[config.mk]
export PLATFORM = sky130hd
export DESIGN_NAME = cp0_regfile
export DESIGN_NICKNAME = d
export VERILOG_FILES = /design/src/rtl/cp0_regfile.sv
export SDC_FILE = /design/constraint.sdc
export NUM_CORES = 1
export LEC_CHECK = 0
export BUFFER_PORTS_ARGS = -buffer_cell sky130_fd_sc_hd__buf_2
export CAP_MARGIN = 20
export CORE_MARGIN = 2
export CORE_UTILIZATION = 44
export CTS_CLUSTER_DIAMETER = 200
export CTS_CLUSTER_SIZE = 20
export DETAILED_ROUTE_END_ITERATION = 12
export GPL_ROUTABILITY_DRIVEN = 0
export GPL_TIMING_DRIVEN = 0
export PLACE_DENSITY = 0.8
export SYNTH_ARGS = -nofsm -noshare
export SYNTH_HDL_FRONTEND = slang
export SYNTH_SLANG_ARGS = --single-unit
[constraint.sdc]
create_clock -name clk -period 3.32 [get_ports clk]
set_clock_uncertainty 0.1 [all_clocks]
set_input_delay 0.83 -clock clk [delete_from_list [all_inputs] [get_ports clk]]
set_output_delay 0.83 -clock clk [all_outputs]
set_load 0.1 [all_outputs]
[src/rtl/cp0_regfile.sv]
// rtl/cp0_regfile.sv - MIPS-style CP0 register file: BadVAddr, Count, Compare, Status, Cause, EPC.
// Optional Count/Compare timer is built when CP0_TIMER_EN is defined.
module cp0_regfile (
   input  logic        clk,
   input  logic        rst,
   input  logic        exc_valid,
   input  logic [4:0]  exc_code,
   input  logic        exc_bd,
   input  logic [31:0] exc_pc,
   input  logic        badaddr_we,
   input  logic [31:0] exc_badaddr,
   input  logic        eret,
   input  logic        mtc0_we,
   input  logic [4:0]  mtc0_addr,
   input  logic [31:0] mtc0_wdata,
   input  logic [4:0]  mfc0_addr,
   input  logic [5:0]  hw_int,
   output logic [31:0] mfc0_rdata,
   output logic [31:0] epc_out,
   output logic        status_exl,
   output logic        int_req
);

   localparam logic [4:0] ADDR_BADVADDR = 5'd8;
   localparam logic [4:0] ADDR_COUNT    = 5'd9;
   localparam logic [4:0] ADDR_COMPARE  = 5'd11;
   localparam logic [4:0] ADDR_STATUS   = 5'd12;
   localparam logic [4:0] ADDR_CAUSE    = 5'd13;
   localparam logic [4:0] ADDR_EPC      = 5'd14;

   logic [7:0]  im_q, im_d;
   logic        exl_q, exl_d, ie_q, ie_d;
   logic        bd_q, bd_d, ti_q, ti_d;
   logic [5:0]  ip_hw_q, ip_hw_d;
   logic [1:0]  ip_sw_q, ip_sw_d;
   logic [4:0]  exccode_q, exccode_d;
   logic [31:0] epc_q, epc_d, badvaddr_q, badvaddr_d;
   logic [31:0] count_rd, compare_rd, status_rd, cause_rd;
   logic        mtc0_commit;

   // A lower-priority commit in the same cycle as an exception or ERET is dropped.
   assign mtc0_commit = mtc0_we & ~exc_valid & ~eret;

   always_comb begin
      im_d       = im_q;
      exl_d      = exl_q;
      ie_d       = ie_q;
      bd_d       = bd_q;
      ip_sw_d    = ip_sw_q;
      exccode_d  = exccode_q;
      epc_d      = epc_q;
      badvaddr_d = badvaddr_q;
      ip_hw_d    = {hw_int[5] | ti_q, hw_int[4:0]};
      if (exc_valid) begin
         exl_d     = 1'b1;
         exccode_d = exc_code;
         if (!exl_q) begin
            bd_d  = exc_bd;
            epc_d = exc_bd ? exc_pc - 32'd4 : exc_pc;
         end
         if (badaddr_we) badvaddr_d = exc_badaddr;
      end else if (eret) begin
         exl_d = 1'b0;
      end else if (mtc0_we) begin
         case (mtc0_addr)
            ADDR_STATUS: begin
               im_d  = mtc0_wdata[15:8];
               exl_d = mtc0_wdata[1];
               ie_d  = mtc0_wdata[0];
            end
            ADDR_CAUSE: ip_sw_d = mtc0_wdata[9:8];
            ADDR_EPC:   epc_d   = mtc0_wdata;
            default: ;
         endcase
      end
   end

   always_ff @(posedge clk or posedge rst) begin
      if (rst) begin
         im_q       <= '0;
         exl_q      <= 1'b0;
         ie_q       <= 1'b0;
         bd_q       <= 1'b0;
         ti_q       <= 1'b0;
         ip_hw_q    <= '0;
         ip_sw_q    <= '0;
         exccode_q  <= '0;
         epc_q      <= '0;
         badvaddr_q <= '0;
      end else begin
         im_q       <= im_d;
         exl_q      <= exl_d;
         ie_q       <= ie_d;
         bd_q       <= bd_d;
         ti_q       <= ti_d;
         ip_hw_q    <= ip_hw_d;
         ip_sw_q    <= ip_sw_d;
         exccode_q  <= exccode_d;
         epc_q      <= epc_d;
         badvaddr_q <= badvaddr_d;
      end
   end

`ifdef CP0_TIMER_EN
   logic [31:0] count_q, count_d, compare_q, compare_d;
   logic        tick_q, tick_d;

   // Count advances on every other clock; a software write restarts the phase.
   always_comb begin
      count_d   = count_q;
      compare_d = compare_q;
      tick_d    = ~tick_q;
      ti_d      = ti_q;
      if (mtc0_commit && mtc0_addr == ADDR_COUNT) begin
         count_d = mtc0_wdata;
         tick_d  = 1'b0;
      end else if (tick_q) begin
         count_d = count_q + 32'd1;
      end
      if (mtc0_commit && mtc0_addr == ADDR_COMPARE) begin
         compare_d = mtc0_wdata;
         ti_d      = 1'b0;
      end else if (count_q == compare_q && compare_q != 32'd0) begin
         ti_d = 1'b1;
      end
   end

   always_ff @(posedge clk or posedge rst) begin
      if (rst) begin
         count_q   <= '0;
         compare_q <= '0;
         tick_q    <= 1'b0;
      end else begin
         count_q   <= count_d;
         compare_q <= compare_d;
         tick_q    <= tick_d;
      end
   end

   assign count_rd   = count_q;
   assign compare_rd = compare_q;
`else
   assign ti_d       = 1'b0;
   assign count_rd   = '0;
   assign compare_rd = '0;
`endif

   assign status_rd = {9'd0, 1'b1, 6'd0, im_q, 6'd0, exl_q, ie_q};
   assign cause_rd  = {bd_q, ti_q, 14'd0, ip_hw_q, ip_sw_q, 1'b0, exccode_q, 2'b00};

   always_comb begin
      case (mfc0_addr)
         ADDR_BADVADDR: mfc0_rdata = badvaddr_q;
         ADDR_COUNT:    mfc0_rdata = count_rd;
         ADDR_COMPARE:  mfc0_rdata = compare_rd;
         ADDR_STATUS:   mfc0_rdata = status_rd;
         ADDR_CAUSE:    mfc0_rdata = cause_rd;
         ADDR_EPC:      mfc0_rdata = epc_q;
         default:       mfc0_rdata = 32'h0;
      endcase
   end

   assign epc_out    = epc_q;
   assign status_exl = exl_q;
   assign int_req    = ie_q & ~exl_q & |({ip_hw_q, ip_sw_q} & im_q);

endmodule

==> results.sh <==
export IMPL_critPathKind="input port to primary output"
export IMPL_ordered_cell_list_for_the_critical_path="buf_2, nand3b_1, nor3_2, buf_2, a22oi_1, nand2_2, buf_4"
export IMPL_tritoncts_clock_tree="done"
export IMPL_ctsLongestPathBuffers=2
export IMPL_post_synth_most_frequent_cells="sky130_fd_sc_hd__dfrtp_1 (88), sky130_fd_sc_hd__mux2_1 (38), sky130_fd_sc_hd__nand2_1 (36)"
export IMPL_cts_num_sinks=88
export IMPL_synthesis_yosys_warnings=0
export IMPL_synth_net_count=565
export IMPL_design_core_area_um2=10300
export IMPL_clock_power_share_pct=21.6
export IMPL_final_hold_viol_count=0
export IMPL_numPortBuffers=187
export IMPL_number_of_pins_exceeding_their_max_slew_limit_in_the_final_report=0
export IMPL_drv_cap=0
export IMPL_antenna_cells_inserted=0
export IMPL_holdBufCountCts=0
export IMPL_outcome="completed"
export IMPL_groute_layer_met3_usage_pct=4.19
export IMPL_floorplan_die_area_um2=11400
export IMPL_routed_wl_um=15600
export IMPL_finalNetCount=766
export IMPL_final_setup_worst_slack_ps=48.5
export IMPL_post_route_util_pct=59.8
export IMPL_filler_cell_count=883
export IMPL_postSynth_topFlopCell="sky130_fd_sc_hd__dfrtp_1"
export IMPL_synth_top_cell_area_share_pct=47.3
export IMPL_number_of_synthesized_flops_with_an_enable_pin=0
export IMPL_p_sw_share_pct=43.0
export IMPL_finalSetupViolCount=0
export IMPL_globalRouteOverflowTotal=0
export IMPL_h_tree_level_count=3
export IMPL_mappedNetlistArea_um2=4660
export IMPL_post_synth_top_area_cell="sky130_fd_sc_hd__dfrtp_1"
export IMPL_critPathCaptureType="primary output"
export IMPL_path_buf_inv=3
export IMPL_grt_antenna_before_repair=0
export IMPL_placement_rows=37
export IMPL_synth_seq_area_share_pct=47.3
export IMPL_clock_latency_on_the_worst_skew_pair_ps=350
export IMPL_grt_usage_pct=27.1
export IMPL_clkSlewWorstSetupHoldPaths_ps=80
export IMPL_worst_hold_path_type="register to register"
export IMPL_wire_length_of_the_first_global_routing_pass_um=23700
export IMPL_detailroute_via_count=4543
export IMPL_worstPathMaxFanout=8
export IMPL_area_growth_syn_to_layout_pct=32.5
export IMPL_detail_route_vias_per_cell=5.82
export IMPL_relSlewSlack_pct=41.6
export IMPL_cellInternalPower_w=0.00178
export IMPL_count_of_routing_violations_after_the_opening_detailed_route_iteration=323
export IMPL_post_route_period_util_pct=98.5
export IMPL_die_width_um=107
export IMPL_peak_supply_drop_v=0.000284
export IMPL_combPwrFrac_pct=35.4
export IMPL_drtAntennaViolNets=0
export IMPL_max_clock_freq_ghz=0.306
export IMPL_cellPowerDensity_nw_per_um2=507
export IMPL_number_of_primary_i_o_pins=190
export IMPL_synth_seq_cells=88
export IMPL_cp_top_family="simple AND/OR/NAND/NOR gates"
export IMPL_yosys_cell_types_count=51
export IMPL_initial_core_util_pct=45.1
export IMPL_static_leakage_power_nw=2.89
export IMPL_avgRoutedWirePerCell_um=20.0
export IMPL_final_min_clock_period_ps=3270
export IMPL_met2_track_demand_over_resource_pct=46.2
export IMPL_post_synthesis_async_set_or_reset_flop_share_pct=100
export IMPL_first_global_vias=4549
export IMPL_grt_max_degree=51
export IMPL_preCtsSetupSlack_ps=-509
export IMPL_syn_avg_cell_area_um2=10.6
export IMPL_cp_required_ps=2390
export IMPL_globalRouteMet1Util_pct=35.4
export IMPL_ys_top_cells_by_area="sky130_fd_sc_hd__dfrtp_1 (47%), sky130_fd_sc_hd__mux2_1 (9.2%), sky130_fd_sc_hd__a22o_1 (3.4%)"
export IMPL_switching_power_w=0.00134
export IMPL_netlist_instances=440
export IMPL_hold_slack_ps=397
export IMPL_tightestPinTransition_ps=876
export IMPL_crit_path_max_incr_delay_ps=340
export IMPL_cp_arrival_ps=2340
export IMPL_cts_made_buffers=9
export IMPL_dpl_hpwl_um=12100
export IMPL_rsz0062_at_grt="yes"
export IMPL_synthMostInstantiatedCell="sky130_fd_sc_hd__dfrtp_1"
export IMPL_critical_path_startpoint_type="input port"
export IMPL_route_detailed_drc=0
export IMPL_worst_path_most_repeated_cell="sky130_fd_sc_hd__buf_2"
export IMPL_global_route_peak_usage_layer="met2"
export IMPL_fin_setup_tns_ps=0
export IMPL_root_buffer="sky130_fd_sc_hd__clkbuf_8"
export IMPL_die_height_um=107
export IMPL_timing_critical_path_slowest_stage_cell="sky130_fd_sc_hd__nor3_2"
export IMPL_share_seq_of_total_power_pct=42.9
export IMPL_layout_drive_gt1_share_pct=41.7
export IMPL_drt_pass1_iterations=6
==> stage by stage <==
step / power [W] / area [um^2] / std cells
after CTS: 0.00313 / 6110 / 780
final: 0.00313 / 6170 / 781
after detailed placement: 0.00245 / 5850 / 765
after global placement: 0.00242 / 5820 / 763
after floorplan: 0.00216 / 4710 / 440
after global routing: 0.00325 / 6170 / 781
==> state kept, by name, summed over array words and instances, names as in the netlist <==
register    count
exccode_q       5
status_exl      1
ip_hw_q         6
im_q            8
badvaddr_q     32
epc_out        32
ie_q            1
bd_q            1
ip_sw_q         2
==> cell type report <==
cell class | instances | area, um^2 | share of cell area, %
buffer | 28 | 129 | 2.09
clock buffer | 12 | 155 | 2.51
clock inverter | 3 | 17.5 | 0.284
inverter | 15 | 58.8 | 0.953
multi-input combinational | 309 | 2370 | 38.4
sequential | 88 | 2200 | 35.7
tap | 136 | 170 | 2.76
timing repair buffer | 190 | 1070 | 17.3
==> cells by family (layout without fill, tap and decap cells) <==
| kind of cell | after synthesis | count (layout) | synth area share [%] |
|---|---|---|---|
| adder cells (fa/ha/maj) | 1 | 1 | 0.268 |
| multiplexers | 56 | 56 | 13.3 |
| AO/OA/AOI/OAI | 103 | 103 | 16.0 |
| XOR/XNOR | 25 | 25 | 4.70 |
| buffers and inverters | 43 | 248 | 3.62 |
| AND/OR/NAND/NOR | 124 | 124 | 14.8 |
| flip-flops | 88 | 88 | 47.3 |
==> per-layer routing <==
layer	part of all wire, %	wire length [um]	up-vias
met3	7.0	1090	22
met1	41	6450	2253
li1	-	-	2037
met5	0	0	-
met4	1.7	261	0
met2	50	7800	231
==> repair_timing <==
| action | 4_1_cts | 5_1_grt |
|---|---|---|
| pin swaps | 0 | 1 |
| setup endpoints to repair | 30 | 23 |
| setup buffers | 0 | 1 |
| gates resized for setup | 35 | 22 |
| hold endpoints to repair | 0 | 0 |
==> path summary, 6_finish.rpt <==
check | from | endpoint | slack [ps] | depth (start not counted)
min in group asynchronous | rst | epc_out[0] | 420 | 2
worst max-delay path | mfc0_addr[4] | mfc0_rdata[8] | 50 | 7
worst min-delay path | badvaddr_q[22] | badvaddr_q[22] | 400 | 1
worst min register to register | badvaddr_q[22] | badvaddr_q[22] | 400 | 1
worst max register to register | status_exl | epc_out[12] | 870 | 7
max in group asynchronous | rst | badvaddr_q[17] | 2070 | 3
==> power groups by stage <==
stage,Sequential [W],Combinational [W],Clock [W]
floorplan,0.00183,0.000329,0
global placement,0.00135,0.00107,0
detailed placement,0.00136,0.00110,0
CTS,0.00134,0.00110,0.000687
global route,0.00136,0.00116,0.000735
finish,0.00134,0.00111,0.000677
==> cells in the final DEF, fill, tap and decap left out, drive strengths merged, types with 11 or more instances in the layout <==
cell	Yosys	final
o21ai	22	22
dfrtp	88	88
mux2	49	49
inv	14	14
a22oi	21	21
nor3	14	14
nor2	22	22
xnor2	17	17
buf	10	196
nand3	12	12
nand2	36	36
clkbuf	18	34
nor4	11	11
a22o	18	18
Power figures use the tool's default switching activity.
